$ cat src/rtl/bti_arb2_pkg.sv
// bti_arb2_pkg: BTI command, packet types and default widths shared by the arbiter and its neighbours
package bti_arb2_pkg;
  localparam int BTI_TIDW   = 4;
  localparam int BTI_ADDR_W = 32;
  localparam int BTI_DATA_W = 32;
  typedef enum logic [1:0] {
    BTI_CMD_RD = 2'd0,
    BTI_CMD_WR = 2'd1
  } bti_cmd_e;
  typedef struct packed {
    logic [BTI_TIDW-1:0]   tid;
    logic [BTI_ADDR_W-1:0] addr;
    bti_cmd_e              cmd;
    logic [BTI_DATA_W-1:0] data;
  } bti_req_pkt_t;
  typedef struct packed {
    logic [BTI_TIDW-1:0]   tid;
    logic [BTI_DATA_W-1:0] data;
    logic                  ok;
  } bti_rsp_pkt_t;
  // A held lock wins; otherwise a lone requester wins; a tie goes to rr.
  function automatic logic rr_pick(logic lock, logic lock_src, logic v0, logic v1, logic rr);
    return lock ? lock_src : (v0 & v1) ? rr : v1;
  endfunction
endpackage

$ cat src/rtl/bti_arb2_if.sv
// bti_arb2_if: BTI request and response handshake bundles
interface bti_req_if_t;
  logic                       vld;
  logic                       rdy;
  bti_arb2_pkg::bti_req_pkt_t pkt;
  modport mst (output vld, output pkt, input rdy);
  modport slv (input vld, input pkt, output rdy);
endinterface

interface bti_rsp_if_t;
  logic                       vld;
  logic                       rdy;
  bti_arb2_pkg::bti_rsp_pkt_t pkt;
  modport mst (output vld, output pkt, input rdy);
  modport slv (input vld, input pkt, output rdy);
endinterface

$ cat src/rtl/bti_arb2_sync_fifo.sv
// sync_fifo: single-clock FIFO; a push while full is dropped even if a pop lands in the same cycle
module sync_fifo #(
  parameter int DW    = 8,
  parameter int DEPTH = 4
) (
  input  logic          clk,
  input  logic          rst_n,
  input  logic          push_i,
  input  logic          pop_i,
  input  logic [DW-1:0] din_i,
  output logic [DW-1:0] dout_o,
  output logic          full_o,
  output logic          empty_o
);
  localparam int AW = $clog2(DEPTH);
  logic [DW-1:0] mem_q [DEPTH];
  logic [AW-1:0] wr_q, wr_d, rd_q, rd_d;
  logic [AW:0]   cnt_q, cnt_d;
  logic          do_push, do_pop;
  always_comb begin
    full_o  = cnt_q == (AW+1)'(DEPTH);
    empty_o = cnt_q == '0;
    do_push = push_i & !full_o;
    do_pop  = pop_i & !empty_o;
    wr_d    = do_push ? wr_q + 1'b1 : wr_q;
    rd_d    = do_pop ? rd_q + 1'b1 : rd_q;
    cnt_d   = cnt_q + (AW+1)'(do_push) - (AW+1)'(do_pop);
    dout_o  = mem_q[rd_q];
  end
  always_ff @(posedge clk) begin
    if (do_push) mem_q[wr_q] <= din_i;
    if (!rst_n) begin
      wr_q  <= '0;
      rd_q  <= '0;
      cnt_q <= '0;
    end else begin
      wr_q  <= wr_d;
      rd_q  <= rd_d;
      cnt_q <= cnt_d;
    end
  end
  assert property (@(posedge clk) disable iff (!rst_n) cnt_q <= (AW+1)'(DEPTH))
    else $error("sync_fifo: occupancy above depth");
endmodule

$ cat src/rtl/bti_arb2.sv
// bti_arb2: merges two BTI masters onto one port with round-robin grant, stall lock
// and an outstanding-source FIFO that steers in-order responses back to their requester.
module bti_arb2
  import bti_arb2_pkg::*;
#(
  parameter int BTI_AW    = BTI_ADDR_W,
  parameter int BTI_DW    = BTI_DATA_W,
  parameter int OST_DEPTH = 4
) (
  input  logic     clk,
  input  logic     rst_n,
  bti_req_if_t.slv bti_req_slv0,
  bti_rsp_if_t.mst bti_rsp_mst0,
  bti_req_if_t.slv bti_req_slv1,
  bti_rsp_if_t.mst bti_rsp_mst1,
  bti_req_if_t.mst bti_req_mst,
  bti_rsp_if_t.slv bti_rsp_slv
);
  localparam int OST_AW = $clog2(OST_DEPTH);
  logic grant, sel_vld, hs, pop, full, empty, head;
  logic rr_q, rr_d, lock_q, lock_d, lock_src_q, lock_src_d;
  assign grant            = rr_pick(lock_q, lock_src_q, bti_req_slv0.vld, bti_req_slv1.vld, rr_q);
  assign sel_vld          = grant ? bti_req_slv1.vld : bti_req_slv0.vld;
  assign bti_req_mst.vld  = rst_n & sel_vld & !full;
  assign bti_req_mst.pkt  = grant ? bti_req_slv1.pkt : bti_req_slv0.pkt;
  assign bti_req_slv0.rdy = rst_n & !grant & bti_req_mst.rdy & !full;
  assign bti_req_slv1.rdy = rst_n & grant & bti_req_mst.rdy & !full;
  assign hs               = bti_req_mst.vld & bti_req_mst.rdy;
  assign rr_d             = hs ? ~grant : rr_q;
  // A stalled presentation pins the grant so the packet cannot switch source.
  assign lock_d           = bti_req_mst.vld & !bti_req_mst.rdy;
  assign lock_src_d       = lock_d ? grant : lock_src_q;
  always_ff @(posedge clk) begin
    if (!rst_n) begin
      rr_q       <= 1'b0;
      lock_q     <= 1'b0;
      lock_src_q <= 1'b0;
    end else begin
      rr_q       <= rr_d;
      lock_q     <= lock_d;
      lock_src_q <= lock_src_d;
    end
  end
  sync_fifo #(.DW(1), .DEPTH(OST_DEPTH)) u_src_fifo (
    .clk     (clk),
    .rst_n   (rst_n),
    .push_i  (hs),
    .pop_i   (pop),
    .din_i   (grant),
    .dout_o  (head),
    .full_o  (full),
    .empty_o (empty)
  );
  assign bti_rsp_mst0.vld = rst_n & bti_rsp_slv.vld & !empty & !head;
  assign bti_rsp_mst1.vld = rst_n & bti_rsp_slv.vld & !empty & head;
  assign bti_rsp_mst0.pkt = bti_rsp_slv.pkt;
  assign bti_rsp_mst1.pkt = bti_rsp_slv.pkt;
  assign bti_rsp_slv.rdy  = rst_n & !empty & (head ? bti_rsp_mst1.rdy : bti_rsp_mst0.rdy);
  assign pop              = bti_rsp_slv.vld & bti_rsp_slv.rdy;
  assert property (@(posedge clk) disable iff (!rst_n)
    bti_req_mst.vld && !bti_req_mst.rdy |=> $stable(bti_req_mst.pkt))
    else $error("bti_arb2: request packet changed while stalled");
  assert property (@(posedge clk) disable iff (!rst_n) bti_rsp_slv.vld |-> !empty)
    else $error("bti_arb2: response arrived with nothing outstanding");
  assert property (@(posedge clk) OST_DEPTH >= 2 && OST_DEPTH == (1 << OST_AW)
    && $bits(bti_req_mst.pkt.addr) == BTI_AW && $bits(bti_req_mst.pkt.data) == BTI_DW)
    else $error("bti_arb2: bad depth or width parameters");
endmodule

$ cat src/flat_wrapper.sv
// flat-port wrapper written by rule: the top's interface ports become plain ports
module bti_arb2_flat import bti_arb2_pkg::*;
#(
  parameter int BTI_AW    = BTI_ADDR_W,
  parameter int BTI_DW    = BTI_DATA_W,
  parameter int OST_DEPTH = 4
)
  (clk, rst_n, bti_req_slv0_vld, bti_req_slv0_pkt, bti_req_slv0_rdy, bti_rsp_mst0_vld, bti_rsp_mst0_pkt, bti_rsp_mst0_rdy, bti_req_slv1_vld, bti_req_slv1_pkt, bti_req_slv1_rdy, bti_rsp_mst1_vld, bti_rsp_mst1_pkt, bti_rsp_mst1_rdy, bti_req_mst_vld, bti_req_mst_pkt, bti_req_mst_rdy, bti_rsp_slv_vld, bti_rsp_slv_pkt, bti_rsp_slv_rdy);
  bti_req_if_t bti_req_slv0_i ();
  bti_rsp_if_t bti_rsp_mst0_i ();
  bti_req_if_t bti_req_slv1_i ();
  bti_rsp_if_t bti_rsp_mst1_i ();
  bti_req_if_t bti_req_mst_i ();
  bti_rsp_if_t bti_rsp_slv_i ();
  input  logic clk;
  input  logic rst_n;
  input wire logic [$bits(bti_req_slv0_i.vld)-1:0] bti_req_slv0_vld;
  input wire logic [$bits(bti_req_slv0_i.pkt)-1:0] bti_req_slv0_pkt;
  output wire logic [$bits(bti_req_slv0_i.rdy)-1:0] bti_req_slv0_rdy;
  output wire logic [$bits(bti_rsp_mst0_i.vld)-1:0] bti_rsp_mst0_vld;
  output wire logic [$bits(bti_rsp_mst0_i.pkt)-1:0] bti_rsp_mst0_pkt;
  input wire logic [$bits(bti_rsp_mst0_i.rdy)-1:0] bti_rsp_mst0_rdy;
  input wire logic [$bits(bti_req_slv1_i.vld)-1:0] bti_req_slv1_vld;
  input wire logic [$bits(bti_req_slv1_i.pkt)-1:0] bti_req_slv1_pkt;
  output wire logic [$bits(bti_req_slv1_i.rdy)-1:0] bti_req_slv1_rdy;
  output wire logic [$bits(bti_rsp_mst1_i.vld)-1:0] bti_rsp_mst1_vld;
  output wire logic [$bits(bti_rsp_mst1_i.pkt)-1:0] bti_rsp_mst1_pkt;
  input wire logic [$bits(bti_rsp_mst1_i.rdy)-1:0] bti_rsp_mst1_rdy;
  output wire logic [$bits(bti_req_mst_i.vld)-1:0] bti_req_mst_vld;
  output wire logic [$bits(bti_req_mst_i.pkt)-1:0] bti_req_mst_pkt;
  input wire logic [$bits(bti_req_mst_i.rdy)-1:0] bti_req_mst_rdy;
  input wire logic [$bits(bti_rsp_slv_i.vld)-1:0] bti_rsp_slv_vld;
  input wire logic [$bits(bti_rsp_slv_i.pkt)-1:0] bti_rsp_slv_pkt;
  output wire logic [$bits(bti_rsp_slv_i.rdy)-1:0] bti_rsp_slv_rdy;
  assign bti_req_slv0_i.vld = bti_req_slv0_vld;
  assign bti_req_slv0_i.pkt = bti_req_slv0_pkt;
  assign bti_req_slv0_rdy = bti_req_slv0_i.rdy;
  assign bti_rsp_mst0_vld = bti_rsp_mst0_i.vld;
  assign bti_rsp_mst0_pkt = bti_rsp_mst0_i.pkt;
  assign bti_rsp_mst0_i.rdy = bti_rsp_mst0_rdy;
  assign bti_req_slv1_i.vld = bti_req_slv1_vld;
  assign bti_req_slv1_i.pkt = bti_req_slv1_pkt;
  assign bti_req_slv1_rdy = bti_req_slv1_i.rdy;
  assign bti_rsp_mst1_vld = bti_rsp_mst1_i.vld;
  assign bti_rsp_mst1_pkt = bti_rsp_mst1_i.pkt;
  assign bti_rsp_mst1_i.rdy = bti_rsp_mst1_rdy;
  assign bti_req_mst_vld = bti_req_mst_i.vld;
  assign bti_req_mst_pkt = bti_req_mst_i.pkt;
  assign bti_req_mst_i.rdy = bti_req_mst_rdy;
  assign bti_rsp_slv_i.vld = bti_rsp_slv_vld;
  assign bti_rsp_slv_i.pkt = bti_rsp_slv_pkt;
  assign bti_rsp_slv_rdy = bti_rsp_slv_i.rdy;
  bti_arb2 #(.BTI_AW(BTI_AW), .BTI_DW(BTI_DW), .OST_DEPTH(OST_DEPTH)) u_core (.clk(clk), .rst_n(rst_n), .bti_req_slv0(bti_req_slv0_i), .bti_rsp_mst0(bti_rsp_mst0_i), .bti_req_slv1(bti_req_slv1_i), .bti_rsp_mst1(bti_rsp_mst1_i), .bti_req_mst(bti_req_mst_i), .bti_rsp_slv(bti_rsp_slv_i));
endmodule
$ cat config.mk
export PLATFORM = sky130hd
export DESIGN_NAME = bti_arb2_flat
export DESIGN_NICKNAME = d
export VERILOG_FILES = /design/src/rtl/bti_arb2_pkg.sv /design/src/rtl/bti_arb2_if.sv /design/src/rtl/bti_arb2_sync_fifo.sv /design/src/rtl/bti_arb2.sv /design/src/flat_wrapper.sv
export SDC_FILE = /design/constraint.sdc
export NUM_CORES = 1
export LEC_CHECK = 0
export CAP_MARGIN = 40
export CORE_AREA = 5 5 127 129
export CTS_BUF_LIST = sky130_fd_sc_hd__clkbuf_8
export DETAILED_ROUTE_END_ITERATION = 8
export DIE_AREA = 0 0 132 134
export MAX_ROUTING_LAYER = met4
export REMOVE_ABC_BUFFERS = 1
export SLEW_MARGIN = 30
export SYNTH_ARGS = -nofsm -noshare
export SYNTH_HDL_FRONTEND = slang
export SYNTH_SLANG_ARGS = --single-unit
$ cat constraint.sdc
create_clock -name clk -period 7.31 [get_ports clk]
set_clock_uncertainty 0.2 [all_clocks]
set_input_delay 1.462 -clock clk [delete_from_list [all_inputs] [get_ports clk]]
set_output_delay 1.462 -clock clk [all_outputs]
set_load 0.05 [all_outputs]
==> metrics.md, run 1 <==
| Metric | Value |
|---|---|
| Outcome | `finished clean` |
| Post-detailed-route via-to-cell ratio | `3.94` |
| Drt first-iter violations | `32` |
| Top FF cell, synth | `sky130_fd_sc_hd__dfxtp_1` |
| Die boundary height | `134 µm` |
| Cell count after synthesis | `237` |
| Share of cells above drive strength 1 | `0.0757` |
| Synth async-reset ratio | `0` |
| Final setup fails | `0` |
| DIE AREA | `17,700 µm²` |
| Clock edge transition at the registers on the reported setup and hold paths | `0.06 ns` |
| Grt total ovfl | `0` |
| Via count of the first global-routing pass | `2,558` |
| Worst-skew pair later-pin latency | `0.24 ns` |
| Dominant cell by count in the synthesized netlist | `sky130_fd_sc_hd__buf_4` |
| Multiplexer fraction of the synthesized cell area | `0.389` |
| Slew headroom | `0.605` |
| Sinks on Clock Net | `16` |
| Min-Delay Path Class | `flop to flop` |
| Count of cells along the worst register-to-register path | `10` |
| Final Routed Wirelength | `12,900 µm` |
| Area of the core | `14,900 µm²` |
| Drt drc | `0` |
| Global-route wire length before repair | `17,700 µm` |
| End of the worst register-to-register path | `u_core.u_src_fifo.cnt_q[2]` |
| WL per Instance | `22.7 µm` |
| Maximum number of pins on one net before global-route repair | `41` |
| Detailed Routing Iterations Pass 1 | `4` |
| Width of the die | `132 µm` |
| Static leakage power | `1.53 nW` |
| Synth warn | `0` |
| Endpoint class of the critical path | `output pin` |
| Filler instances | `1,567` |
| Max Cap Violations | `0` |
| Main combinational cell family by area after synthesis | `multiplexers` |
| Final critical path time including I/O delays and setup | `5.75 ns` |
| Post-cts hold buffer count | `0` |
| Origin of the critical flop-to-flop path | `u_core.u_src_fifo.mem_q[2]` |
| CP Launch Type | `input pin` |
| Clock tree buffer depth | `2` |
| Post-synth EDFFs | `4` |
| FP Rows | `45` |
| Antenna Violating Nets Remaining | `0` |
| Final cycle utilization of the critical path | `0.787` |
| Number of buffers created by CTS | `3` |
| Total track usage | `0.139` |
| Largest driver fanout on the critical path | `40` |
| Number of buffers added for setup after CTS | `0` |
| Final hold violation count | `0` |
| Upper clock frequency limit | `174 MHz` |
| Nets | `576` |
| Area share of xor/xnor cells in the synthesized design | `0.00787` |
| Crit path from | `bti_req_slv1_vld` |
| Total inserted antenna cells | `0` |
| Starting Density | `0.149` |
| Port Buffer Count | `223` |
| Data required, critical path | `5.65 ns` |
| HPWL Detailed | `11,800 µm` |
| Final estimated routing congestion in global placement | `0.849` |
| Portion of the post-synthesis area used by sequential elements | `0.162` |
| Commonest cells in the synthesized netlist | `sky130_fd_sc_hd__buf_4 (79), sky130_fd_sc_hd__mux2_1 (50), sky130_fd_sc_hd__mux2_2 (20), sky130_fd_sc_hd__dfxtp_1 (12), sky130_fd_sc_hd__inv_1 (9)` |
| Unique cell type count in the Yosys netlist | `31` |
| Root buffer cell | `sky130_fd_sc_hd__clkbuf_8` |
| Power Dens Cells | `158 nW/µm²` |
| Flop-to-flop setup slack | `4.50 ns` |
| Adder-cell share of the synthesized area | `0.0427` |
| Total via count in the routed design | `2,250` |
| Critical path class | `input pin to output pin` |
| Number of resized instances in the post-cts repair step | `0` |
| Area fraction of the dominant cell type after synthesis | `0.267` |
| Syn Area/Cell | `9.39 µm²` |
| Fraction of the mapped netlist area in simple logic gates | `0.0810` |
| Number of top-level design ports | `335` |
| Number of H-tree levels | `1` |
| Growth of design area from synthesis to finish | `87.1%` |
| Final Power | `0.000659 W` |
| Utilization after layout | `0.279` |
| Antenna violations before repair | `0` |
| Critical Path AT | `4.09 ns` |
| Post-synth design cell area | `2220 µm²` |
| Setup repair after global routing missed its margin | `no` |
| Compound-Gate Fraction of Synth Area | `0.0276` |
| Biggest area contributors in the synthesized netlist | `sky130_fd_sc_hd__buf_4 (27%), sky130_fd_sc_hd__mux2_1 (25%), sky130_fd_sc_hd__dfxtp_1 (11%), sky130_fd_sc_hd__mux2_2 (10%), sky130_fd_sc_hd__edfxtp_1 (5.4%)` |
| IR drop worst, VDD | `0.0000815 V` |
| Fin. max-slew vios | `0` |
| Number of register bits inferred by synthesis | `16` |
| CTS tree | `yes` |
| Most area-hungry cell type in the Yosys netlist | `sky130_fd_sc_hd__buf_4` |
| Measured slew at the worst slew-check pin | `0.591 ns` |
| Crit path capture | `bti_req_mst_pkt[0]` |
[cell usage in the layout (no fill, tap or decap), drive strengths merged]
cell           count
a21o               1
dfxtp             12
mux4               1
nor2b              2
nor3               5
or3b               1
a31oi              1
edfxtp             4
o31ai              1
and3               5
nand2              5
xnor2              2
o21ai              3
nor2               7
nand3b             1
fa                 1
clkbuf             3
or3                1
buf                2
mux2i              5
clkdlybuf4s50    223
ha                 6
inv               10
mux2              70
nor3b              1
a21oi              4
and2               3
nand3              3
[through the flow]
| stage | setup TNS [ns] | instances | cell area, µm² | hold slack [ns] | setup WS [ns] |
|---|---|---|---|---|---|
| 2_1_floorplan | -3.32 | 154 | 1610 | 0.230 | -0.423 |
| 3_3_place_gp | 0 | 566 | 4100 | 0.244 | 1.41 |
| 3_5_place_dp | 0 | 567 | 4120 | 0.256 | 1.51 |
| 4_1_cts | 0 | 571 | 4160 | 0.265 | 1.51 |
| 5_1_grt | 0 | 571 | 4160 | 0.274 | 1.42 |
| 6_report | 0 | 571 | 4160 | 0.266 | 1.56 |
[cell families (layout without fill, tap and decap cells)]
logic type / after synthesis / in the layout
adder cells (fa/ha/maj): 7 / 7
multiplexers: 76 / 76
XOR/XNOR: 2 / 2
AND/OR/NAND/NOR: 34 / 34
flip-flops: 16 / 16
AO/OA/AOI/OAI: 10 / 10
buffers and inverters: 92 / 238
[area by class of cell]
class | count | area (µm²) | area share
timing repair buffer | 225 | 2260 | 0.543
multi-input combinational | 129 | 1230 | 0.295
sequential | 16 | 360 | 0.0866
tap | 188 | 235 | 0.0565
clock buffer | 3 | 41.3 | 0.00992
inverter | 9 | 33.8 | 0.00812
clock inverter | 1 | 3.75 | 0.000902
[worst max-delay path, cell delays in order]
cell                              delay (ns)
sky130_fd_sc_hd__clkdlybuf4s50_1        0.50
sky130_fd_sc_hd__inv_1                  0.08
sky130_fd_sc_hd__o31ai_4                0.20
sky130_fd_sc_hd__buf_4                  0.45
sky130_fd_sc_hd__buf_12                 0.28
sky130_fd_sc_hd__mux2_2                 0.38
sky130_fd_sc_hd__clkdlybuf4s50_1        0.71
[worst min-delay path by stage]
stage,slack (ns),cells past startpoint,startpoint,end
3_5_place_dp,0.26,1,u_core.u_src_fifo.rd_q[1],u_core.u_src_fifo.rd_q[1]
4_1_cts,0.26,1,u_core.u_src_fifo.rd_q[1],flop
6_report,0.27,1,u_core.u_src_fifo.rd_q[1],flop
2_1_floorplan,0.23,1,u_core.u_src_fifo.rd_q[1],flop
5_1_grt,0.27,1,u_core.u_src_fifo.rd_q[1],flop
3_3_place_gp,0.24,1,u_core.u_src_fifo.rd_q[1],u_core.u_src_fifo.rd_q[1]
[power breakdown]
group          switching [W]   total, W  internal, W
clock network      0.0000275  0.0000646    0.0000371
registers         0.00000955   0.000112     0.000103
logic               0.000270   0.000482     0.000212
total               0.000307   0.000659     0.000352
[per-layer routing]
layer,vias to the layer above,global-route usage,routed length [µm]
met3,18,0.114,2510
li1,1029,-,-
met4,0,0.0389,347
met5,-,-,0
met2,217,0.263,6870
met1,986,0.0946,3220
(Power assumes the default switching activity.)
==> inputs of run 2 (changes only) <==
Clock period 7.31 ns to 5 ns, I/O delays scaled along.
==> metrics.md, run 2 (same netlist as run 1, synthesis figures left out) <==
| Metric | Value |
|---|---|
| Destination of the worst hold path | `u_core.u_src_fifo.rd_q[1]` |
| Critical Path AT | `3.36 ns (-0.73 ns)` |
| Share of cells above drive strength 1 | `0.181 (+0.105)` |
| Setup TNS | `0 ns (unchanged)` |
| Worst-skew pair later-pin latency | `0.25 ns (about the same)` |
| Area of the core | `14,900 µm² (unchanged)` |
| Max Cap Violations | `0 (unchanged)` |
| Number of top-level design ports | `335 (unchanged)` |
| CTS tree | `yes` |
| Grt total ovfl | `0 (unchanged)` |
| Via count of the first global-routing pass | `2,516 (-1.6%)` |
| Clock tree buffer depth | `2 (unchanged)` |
| Worst hold path depth | `1 (unchanged)` |
| Count of cells along the worst register-to-register path | `10 (unchanged)` |
| Total via count in the routed design | `2,211 (-1.7%)` |
| Commonest non-fill, non-tap cell in the layout | `sky130_fd_sc_hd__clkdlybuf4s50_1` |
| Fin. max-slew vios | `0 (unchanged)` |
| Maximum number of pins on one net before global-route repair | `79 (+93%)` |
| Port Buffer Count | `223 (unchanged)` |
| Final estimated routing congestion in global placement | `0.786 (-7.4%)` |
| Drt first-iter violations | `31 (-3.1%)` |
| Upper clock frequency limit | `219 MHz` |
| Total inserted antenna cells | `0 (unchanged)` |
| Slew headroom | `0.648 (+0.0435)` |
| Flop-to-flop setup slack | `2.19 ns (-2.31 ns)` |
| Final hold violation count | `0 (unchanged)` |
| Number of resized instances in the post-cts repair step | `0 (unchanged)` |
| Power Dens Cells | `237 nW/µm² (+50%)` |
| Leading cell types in the layout, fill and taps excluded | `sky130_fd_sc_hd__clkdlybuf4s50_1 (183), sky130_fd_sc_hd__mux2_1 (50), sky130_fd_sc_hd__buf_4 (40)` |
| Number of buffers created by CTS | `3 (unchanged)` |
| Sinks on Clock Net | `16 (unchanged)` |
| Static leakage power | `1.56 nW (+2.2%)` |
| Starting Density | `0.149 (unchanged)` |
| Largest driver fanout on the critical path | `78 (+95%)` |
| Global-route wire length before repair | `17,000 µm (-3.4%)` |
| Setup repair after global routing missed its margin | `no` |
| Number of buffers added for setup after CTS | `0 (unchanged)` |
| DIE AREA | `17,700 µm² (unchanged)` |
| Final setup fails | `0 (unchanged)` |
| CP Launch Type | `input pin` |
| IR drop worst, VDD | `0.000112 V (+37%)` |
| Outcome | `finished clean` |
| Die boundary height | `134 µm (unchanged)` |
| Final critical path time including I/O delays and setup | `4.56 ns` |
| Final Routed Wirelength | `12,400 µm (-4.1%)` |
| WL per Instance | `21.8 µm (-3.9%)` |
| Number of H-tree levels | `1 (unchanged)` |
| HPWL Detailed | `11,300 µm (-4.2%)` |
| Min-Delay Path Class | `flop to flop` |
| Drt drc | `0 (unchanged)` |
| Antenna Violating Nets Remaining | `0 (unchanged)` |
| Endpoint class of the critical path | `output pin` |
| Measured slew at the worst slew-check pin | `0.526 ns (-0.0651 ns)` |
| Instance area after placement | `4010 µm² (-2.6%)` |
| Hold Path Origin | `u_core.u_src_fifo.rd_q[1]` |
| Post-detailed-route via-to-cell ratio | `3.88 (-1.6%)` |
| Cell area after layout | `4060 µm² (-2.3%)` |
| FP Rows | `45 (unchanged)` |
| End of the worst register-to-register path | `u_core.u_src_fifo.cnt_q[2]` |
| Clock edge transition at the registers on the reported setup and hold paths | `0.06 ns (about the same)` |
| Critical path class | `input pin to output pin` |
| Post-cts hold buffer count | `0 (unchanged)` |
| Nets | `575 (-0.17%)` |
| Root buffer cell | `sky130_fd_sc_hd__clkbuf_8` |
| Width of the die | `132 µm (unchanged)` |
| Growth of design area from synthesis to finish | `82.7%` |
| Final cycle utilization of the critical path | `0.912` |
| Detailed Routing Iterations Pass 1 | `4 (unchanged)` |
| Utilization after layout | `0.272 (-0.00654)` |
| Total track usage | `0.135 (-0.00441)` |
| Antenna violations before repair | `0 (unchanged)` |
| Data required, critical path | `3.80 ns (-1.85 ns)` |
==> run 2: cell types whose count changed in the layout (fill, tap and decap cells not counted) <==
| cell | previous run | this run |
|---|---|---|
| sky130_fd_sc_hd__clkbuf_8 | 3 | 4 |
| sky130_fd_sc_hd__inv_1 | 10 | 9 |
| sky130_fd_sc_hd__buf_4 | 1 | 40 |
| sky130_fd_sc_hd__clkdlybuf4s50_1 | 223 | 183 |
==> run 2: worst max path at each step <==
stage	start	end
floorplan	bti_req_slv0_vld	bti_req_slv0_rdy
global placement	bti_req_slv1_vld	bti_req_mst_pkt[32]
detailed placement	bti_req_slv1_vld	bti_req_mst_pkt[13]
CTS	bti_req_slv1_vld	bti_req_mst_pkt[13]
global route	bti_req_slv1_vld	bti_req_mst_pkt[32]
finish	bti_req_slv1_vld	bti_req_mst_pkt[52]
==> run 2: worst max-delay path, cell delays in order <==
cell,delay [ns]
sky130_fd_sc_hd__clkdlybuf4s50_1,0.50
sky130_fd_sc_hd__inv_1,0.07
sky130_fd_sc_hd__o31ai_4,0.25
sky130_fd_sc_hd__buf_12,0.33
sky130_fd_sc_hd__mux2_1,0.37
sky130_fd_sc_hd__clkdlybuf4s50_1,0.71
==> run 2: routing by layer <==
layer / wire [µm] / share of wire / GRT usage / vias to the layer above
li1: - / - / - / 1024
met1: 2970 / 0.24 / 0.0892 / 948
met2: 6430 / 0.52 / 0.247 / 214
met3: 2480 / 0.20 / 0.113 / 25
met4: 546 / 0.044 / 0.0560 / 0
met5: 0 / 0 / - / -
==> run 2: final cells by class <==
cell class | instances | area (µm²)
repair buffers | 224 | 2150
well taps | 188 | 235
inverters | 9 | 33.8
flip-flops and latches | 16 | 360
fillers | 1548 | 10900
clock buffers | 4 | 55.1
multi-input cells | 129 | 1230
==> run 2: metrics by stage <==
stage               worst slack (ns)  hold slack (ns)  total power (W)  instances
floorplan                      -1.81            0.230         0.000593        154
global placement               0.464            0.244         0.000854        566
detailed placement             0.448            0.273         0.000861        566
CTS                            0.441            0.283         0.000976        570
global route                   0.370            0.320          0.00101        570
finish                         0.441            0.273         0.000965        570
==> run 2: report_power, final <==
part / leakage [nW] / switching (W) / internal, W
registers: 0.135 / 0.0000138 / 0.000150
logic: 1.40 / 0.000393 / 0.000296
clock network: 0.0288 / 0.0000418 / 0.0000697
==> inputs of run 3 (changes only) <==
Settings changed: CORE_AREA 5 5 127 129 to 5 5 126 128, DIE_AREA 0 0 132 134 to 0 0 131 133, SYNTH_HIERARCHICAL set to 1.
==> metrics.md, run 3 <==
| Metric | Value |
|---|---|
| Setup repair after global routing missed its margin | `no` |
| Final estimated routing congestion in global placement | `0.871 (+11%)` |
| FP Rows | `45 (unchanged)` |
| Min-Delay Path Class | `flop to flop` |
| Setup slack after layout | `0.576 ns (+0.135 ns)` |
| Cell with the biggest individual delay on the critical path | `sky130_fd_sc_hd__clkdlybuf4s50_1` |
| Filler instances | `1,571 (+1.5%)` |
| Synth warn | `6 (+6)` |
| Setup TNS | `0 ns (unchanged)` |
| Leading cell types in the layout, fill and taps excluded | `sky130_fd_sc_hd__clkdlybuf4s50_1 (195), sky130_fd_sc_hd__mux2_4 (56), sky130_fd_sc_hd__buf_4 (30)` |
| Measured slew at the worst slew-check pin | `0.538 ns (+0.0124 ns)` |
| Number of buffers added for setup after CTS | `0 (unchanged)` |
| Final setup fails | `0 (unchanged)` |
| Maximum single-stage delay on the critical path | `0.71 ns (about the same)` |
| Portion of the post-synthesis area used by sequential elements | `0.141 (-0.0213)` |
| Final hold violation count | `0 (unchanged)` |
| Most repeated library cell on the critical path | `sky130_fd_sc_hd__clkdlybuf4s50_1` |
| Number of resized instances in the post-cts repair step | `0 (unchanged)` |
| Dominant cell by count in the synthesized netlist | `sky130_fd_sc_hd__buf_4` |
| Max Cap Violations | `0 (unchanged)` |
| Number of top-level design ports | `335 (unchanged)` |
| Detailed Routing Iterations Pass 1 | `4 (unchanged)` |
| Final Non-Filler Cells | `570 (unchanged)` |
| Worst slack after detailed placement | `0.580 ns (+0.132 ns)` |
| Final cycle utilization of the critical path | `0.885 (-0.0270)` |
| Largest driver fanout on the critical path | `54 (-31%)` |
| Endpoint class of the critical path | `output pin` |
| Top FF cell, synth | `sky130_fd_sc_hd__dfxtp_1` |
| Number of register bits inferred by synthesis | `16 (unchanged)` |
| Data required, critical path | `3.80 ns (about the same)` |
| Total inserted antenna cells | `0 (unchanged)` |
| Maximum number of pins on one net before global-route repair | `55 (-30%)` |
| Slew headroom | `0.640 (-0.00829)` |
| Critical Path AT | `3.22 ns (-0.14 ns)` |
| HPWL Detailed | `10,500 µm (-7.9%)` |
| Worst hold path depth | `2 (+1)` |
| CTS tree | `yes` |
| Post-detailed-route via-to-cell ratio | `4.02 (+3.7%)` |
| IR drop worst, VDD | `0.0000643 V (-42%)` |
| Syn Area/Cell | `10.9 µm² (+16%)` |
| Antenna Violating Nets Remaining | `0 (unchanged)` |
| Total track usage | `0.130 (-0.00460)` |
| Count of cells along the worst register-to-register path | `13 (+3)` |
| Growth of design area from synthesis to finish | `69.3%` |
| Global-route wire length before repair | `16,200 µm (-5.1%)` |
| Via count of the first global-routing pass | `2,448 (-2.7%)` |
| Share of cells above drive strength 1 | `0.254 (+0.0733)` |
| Post-cts hold buffer count | `0 (unchanged)` |
| Area fraction of the dominant cell type after synthesis | `0.328 (+0.0617)` |
| Starting Density | `0.174 (+0.0245)` |
| Unique cell type count in the Yosys netlist | `40 (+29%)` |
| Fin. max-slew vios | `0 (unchanged)` |
| Sinks on Clock Net | `16 (unchanged)` |
| WL per Instance | `21.3 µm (-2.1%)` |
| CP Launch Type | `input pin` |
| Total via count in the routed design | `2,293 (+3.7%)` |
| Static leakage power | `1.76 nW (+13%)` |
| Upper clock frequency limit | `226 MHz (+3.1%)` |
| Critical path class | `input pin to output pin` |
| Final Routed Wirelength | `12,200 µm (-2.1%)` |
| Drt first-iter violations | `91 (+190%)` |
| Number of buffers created by CTS | `3 (unchanged)` |
| Series of cell instances along the critical path | `clkdlybuf4s50_1 > nand2b_4 > o21ai_4 > buf_12 > mux2_1 > clkdlybuf4s50_1` |
| Number of H-tree levels | `1 (unchanged)` |
| Most area-hungry cell type in the Yosys netlist | `sky130_fd_sc_hd__mux2_4` |
| DIE AREA | `17,400 µm² (-1.5%)` |
| Clock edge transition at the registers on the reported setup and hold paths | `0.06 ns (about the same)` |
| Antenna violations before repair | `0 (unchanged)` |
| Power Dens Cells | `194 nW/µm² (-18%)` |
| Cell count after synthesis | `236 (-0.42%)` |
| Commonest cells in the synthesized netlist | `sky130_fd_sc_hd__buf_4 (74), sky130_fd_sc_hd__mux2_4 (56), sky130_fd_sc_hd__mux2_1 (13), sky130_fd_sc_hd__dfxtp_1 (12)` |
| Root buffer cell | `sky130_fd_sc_hd__clkbuf_8` |
| Port Buffer Count | `223 (unchanged)` |
| Worst-skew pair later-pin latency | `0.25 ns (about the same)` |
| Post-synth design cell area | `2560 µm² (+15%)` |
| Commonest non-fill, non-tap cell in the layout | `sky130_fd_sc_hd__clkdlybuf4s50_1` |
| Outcome | `finished clean` |
| Biggest area contributors in the synthesized netlist | `sky130_fd_sc_hd__mux2_4 (33%), sky130_fd_sc_hd__buf_4 (22%), sky130_fd_sc_hd__dfxtp_1 (9.4%), sky130_fd_sc_hd__mux2_1 (5.7%), sky130_fd_sc_hd__edfxtp_1 (4.7%)` |
| Clock tree buffer depth | `2 (unchanged)` |
| Drt drc | `0 (unchanged)` |
| Width of the die | `131 µm (-0.76%)` |
| Area of the core | `14,800 µm² (-1.1%)` |
| Die boundary height | `133 µm (-0.75%)` |
| Total placed cells including tap cells | `566 (unchanged)` |
| Synth async-reset ratio | `0 (unchanged)` |
| Grt total ovfl | `0 (unchanged)` |
| Utilization after layout | `0.294 (+0.0216)` |
| Post-synth EDFFs | `4 (unchanged)` |
| Nets | `575 (unchanged)` |
| Final critical path time including I/O delays and setup | `4.42 ns (-0.135 ns)` |
[run 3: changes by cell type in the layout (fill, tap and decap cells not counted), sizes merged, moves of 3 or more]
| cell | change |
|---|---|
| nor2b | +3 |
| nand3 | -3 |
| buf | -10 |
| a21oi | -3 |
| nor2 | -3 |
| and3 | -5 |
| clkdlybuf4s50 | +12 |
| and2 | +4 |
[run 3: worst paths after layout]
check | start | end | slack, ns
setup / recovery | bti_req_slv1_vld | bti_req_mst_pkt[7] | 0.58
hold / removal | u_core/u_src_fifo/rd_q[1] | u_core/u_src_fifo/rd_q[1] | 0.29
setup reg to reg | u_core/u_src_fifo/cnt_q[1] | u_core/u_src_fifo/cnt_q[2] | 1.69
hold reg to reg | u_core/u_src_fifo/rd_q[1] | u_core/u_src_fifo/rd_q[1] | 0.29
[run 3: cell families (layout without fill, tap and decap cells)]
group                      count (synthesis)  count (layout)  synth area share
and+or+nand+nor                           35              35            0.0865
DFF                                       16              16             0.141
AOI/OAI and AO/OA                         11              11            0.0342
xor gates and xnor gates                   2               2           0.00684
buffers and inverters                     91             237             0.284
muxes                                     74              74             0.410
adders and majority gates                  7               7            0.0371
[run 3: power by group]
group	leakage [nW]	total, W	internal (W)	switching (W)
logic	1.60	0.000598	0.000283	0.000315
clock network	0.0231	0.0000981	0.0000544	0.0000437
registers	0.134	0.000145	0.000139	0.00000555
[run 3: final cells by class]
class	count	area (µm²)	share of cell area
well taps	188	235	0.0542
multi-input cells	129	1470	0.340
clock inverters	1	3.75	0.000866
inverters	7	26.3	0.00606
clock buffers	3	41.3	0.00952
flip-flops and latches	16	360	0.0831
repair buffers	226	2200	0.507
[run 3: metal layers]
layer  global-route usage  vias to the layer above  wire length [µm]  part of all wire
li1                     -                     1026                 -                 -
met1                0.155                     1078              4690              0.39
met2                0.188                      185              5500              0.45
met3               0.0965                        4              1970              0.16
met4              0.00343                        0                 6           0.00049
met5                    -                        -                 0                 0
[run 3: worst max-delay path: cells and delay by family]
kind / cells / cell delay [ns]
buf+inv: 3 / 1.56
mux: 1 / 0.37
compound gates: 1 / 0.16
simple gates: 1 / 0.07
[run 3: metrics by stage]
step / hold slack (ns) / instance area, µm² / power (W)
2_1_floorplan: 0.256 / 1860 / 0.000512
3_3_place_gp: 0.272 / 4290 / 0.000744
3_5_place_dp: 0.282 / 4290 / 0.000749
4_1_cts: 0.291 / 4340 / 0.000851
5_1_grt: 0.312 / 4340 / 0.000878
6_report: 0.289 / 4340 / 0.000841
==> RTL edit 1: new RTL, settings of run 2 <==
`OST_DEPTH` is set to 4 in 2 places; all go to 8.
--- a/src/rtl/bti_arb2.sv
+++ b/src/rtl/bti_arb2.sv
@@ -5,7 +5,7 @@
 #(
   parameter int BTI_AW    = BTI_ADDR_W,
   parameter int BTI_DW    = BTI_DATA_W,
-  parameter int OST_DEPTH = 4
+  parameter int OST_DEPTH = 8
 ) (
   input  logic     clk,
   input  logic     rst_n,
--- a/src/flat_wrapper.sv
+++ b/src/flat_wrapper.sv
@@ -3,7 +3,7 @@
 #(
   parameter int BTI_AW    = BTI_ADDR_W,
   parameter int BTI_DW    = BTI_DATA_W,
-  parameter int OST_DEPTH = 4
+  parameter int OST_DEPTH = 8
 )
   (clk, rst_n, bti_req_slv0_vld, bti_req_slv0_pkt, bti_req_slv0_rdy, bti_rsp_mst0_vld, bti_rsp_mst0_pkt, bti_rsp_mst0_rdy, bti_req_slv1_vld, bti_req_slv1_pkt, bti_req_slv1_rdy, bti_rsp_mst1_vld, bti_rsp_mst1_pkt, bti_rsp_mst1_rdy, bti_req_mst_vld, bti_req_mst_pkt, bti_req_mst_rdy, bti_rsp_slv_vld, bti_rsp_slv_pkt, bti_rsp_slv_rdy);
   bti_req_if_t bti_req_slv0_i ();
Function: changed (Yosys sat finds a counterexample within 10 cycles, from zero or initial values and one cycle with rst_n low).
==> RTL edit 1 against run 2 <==
Synthesized area increased by 16%; register-to-register slack got worse by 0.29 ns; sequential cell count grew 8; highest routed layer unchanged; maximum frequency up 0.11%; wire length up 6.6%; worst setup slack gained 0.0051 ns; final cell count rose by 5.3%; first-iteration DRC count is 42% higher; global-route usage up 0.57 points; design area rose by 10%; critical path depth unchanged; power is 9.9% higher; die area is the same.
==> RTL edit 1: results <==
[global_routing]
grt_max_degree = 62
grt_pass1_wl_microns = 18000
grt_use_met2_pct = 18.0
use_met3_pct = 10.7
antenna_found_initial = 2

[routing]
wl_met2_microns = 5240
met3_length_microns = 2120
avgRoutedWirePerCell_microns = 22.1

[final_layout]
drive_gt1_share_pct = 25.6
final-clk-cell-share_pct = 0.921
nClkBuffers = 3
n_fill_cell = 1545
multi_input_cells = 148
buf_share_pct = 49.2
seq_share_pct = 12.5

[synth]
ys_top_cells_by_area = "mux2_2, buf_4, dfxtp_1"
synth-seq-area-share_pct = 21.6
synth_compound_area_share_pct = 2.08
synthAdderAreaFrac_pct = 4.64
synth_xor_area_share_pct = 0.676
synth_common_cells = "buf_4, mux2_2, dfxtp_1, nand2_1"
ys_types = 35

[timing]
slew_headroom_pct = 62.2

[worst_setup_path]
regToRegSetupSlack_ns = 1.90

[outcome]
outcome = "finished, final reports clean"

[placed_design]
place_hpwl_microns = 11700

[power]
pwr-share-clk_pct = 10.3
p_leak_uw = 0.00167
vdd_drop_max_mv = 0.105
p_comb_share_pct = 67.3
intPower_uw = 599

[clocking]
clk_pin_slew_ns = 0.08
RTL edit 1: final timing paths:
kind	start	endpoint	cells after the start
setup / recovery	bti_req_slv0_vld	bti_req_mst_pkt[54]	6
hold / removal	u_core.u_src_fifo.rd_q[2]	u_core.u_src_fifo.rd_q[2]	1
setup reg to reg	flop	u_core.u_src_fifo.cnt_q[2]	10
hold reg to reg	u_core.u_src_fifo.rd_q[2]	u_core.u_src_fifo.rd_q[2]	1
RTL edit 1: through the flow:
stage / std cells / hold WS [ns] / area, sq um / setup WS [ns] / total power, uW
2_1_floorplan: 181 / 0.227 / 1980 / -1.88 / 681
3_3_place_gp: 595 / 0.242 / 4440 / 0.445 / 952
3_5_place_dp: 595 / 0.248 / 4440 / 0.446 / 958
4_1_cts: 598 / 0.266 / 4480 / 0.440 / 1070
5_1_grt: 600 / 0.283 / 4480 / 0.367 / 1120
6_report: 600 / 0.270 / 4480 / 0.446 / 1060
==> RTL edit 2: new RTL, flow settings as in run 2 <==
Made on the original files. Make the reset (`rst_n`) asynchronous in one clocked block.
--- a/src/rtl/bti_arb2.sv
+++ b/src/rtl/bti_arb2.sv
@@ -30,7 +30,7 @@
   // A stalled presentation pins the grant so the packet cannot switch source.
   assign lock_d           = bti_req_mst.vld & !bti_req_mst.rdy;
   assign lock_src_d       = lock_d ? grant : lock_src_q;
-  always_ff @(posedge clk) begin
+  always_ff @(posedge clk or negedge rst_n) begin
     if (!rst_n) begin
       rr_q       <= 1'b0;
       lock_q     <= 1'b0;
Behaviour: differs if rst_n is asserted again (counterexample within 4 cycles, from zero or initial values and one cycle with rst_n low); with rst_n held inactive, the same outputs for 4 cycles.
==> RTL edit 2 against run 2 <==
Synthesized area fell by 0.79%; sequential cell count did not move; maximum frequency rose by 0.84%; wire length rose by 13%; clock power fell by 14%; power rose by 35%; synthesized cell count fell by 2.1%; non-clock buffer count did not move; design area fell by 0.12%; largest cell class unchanged; worst hold slack got worse by 0.0028 ns; die area did not move; worst setup slack improved by 0.038 ns.
==> RTL edit 2: results <==
[outcome]
outcome = "finished, final reports clean"

[routing]
wl_met2_microns = 6530
met3_length_microns = 2430
avgRoutedWirePerCell_microns = 24.9
m1WireLength_microns = 4800
vias = 2195
drt_iter0_markers = 30

[timing]
worstMarginPinSlew_ns = 0.524
post-route-period-util_pct = 90.4

[final_layout]
buf_share_pct = 53.1
seq_share_pct = 9.25
final_cells = 566
multi_input_cells = 125
drive_gt1_share_pct = 17.8
n_fill_cell = 1556
final-clk-cell-share_pct = 1.11
multi_input_area_sq_um = 1210
inverters = 8
seq_cell_count = 16

[placed_design]
dp_slack_ns = 0.491
place_inst = 561
place_hpwl_microns = 12800
gp_congestion = 0.876

[power]
clock_power_uw = 96.8
intPower_uw = 625
p_comb_uw = 1030
pwr-share-clk_pct = 7.4
p_leak_uw = 0.00156
vdd_drop_max_mv = 0.157

[worst_setup_path]
startpoint = "bti_req_slv0_vld"
crit_arrival_ns = 3.32
setup.worst_path.end = "bti_req_mst_pkt[12]"

[synth]
avgSynthCellArea_sq_um = 9.51
synth-seq-area-share_pct = 17.0
yosys.area.top_type = "mux2_1"
ys_top_cells_by_area = "mux2_1, buf_4, mux2_2"
synth_edf_count = 4
synth_common_cells = "buf_4, mux2_1, mux2_2, dfxtp_1"

[global_routing]
grt_pass1_vias = 2530
grt_pass1_wl_microns = 19100
antenna_found_initial = 1
RTL edit 2: changes by cell type after synthesis, moves of 2 or more:
cell,change
buf_2,+5
buf_4,-5
dfrtp_1,+3
dfxtp_1,-3
nor3_1,-3
o21ai_1,+2
RTL edit 2: cells by family (layout without fill, tap and decap cells):
group           count (synthesis)  after routing  synth area share [%]
compound gates                 10             10                  2.49
xor+xnor                        2              2                 0.794
fa+ha+maj                       7              7                  4.31
buf+inv                        91            236                  28.5
flops                          16             16                  17.0
mux                            77             77                  39.7
other cells                     0              1                     0
simple gates                   29             29                  7.20
RTL edit 2: metal layers:
layer  up-vias  GRT usage, %
met4         0          4.00
met3        16          11.6
met5         -             -
li1       1014             -
met2       221          24.7
met1       944          14.6
RTL edit 2: stage by stage:
step	hold slack, ns	utilization, %	area (sq um)
2_1_floorplan	0.230	-	1610
3_3_place_gp	0.250	26.9	4010
3_5_place_dp	0.266	26.9	4010
4_1_cts	0.280	27.2	4060
5_1_grt	0.302	27.2	4060
6_report	0.271	27.2	4060
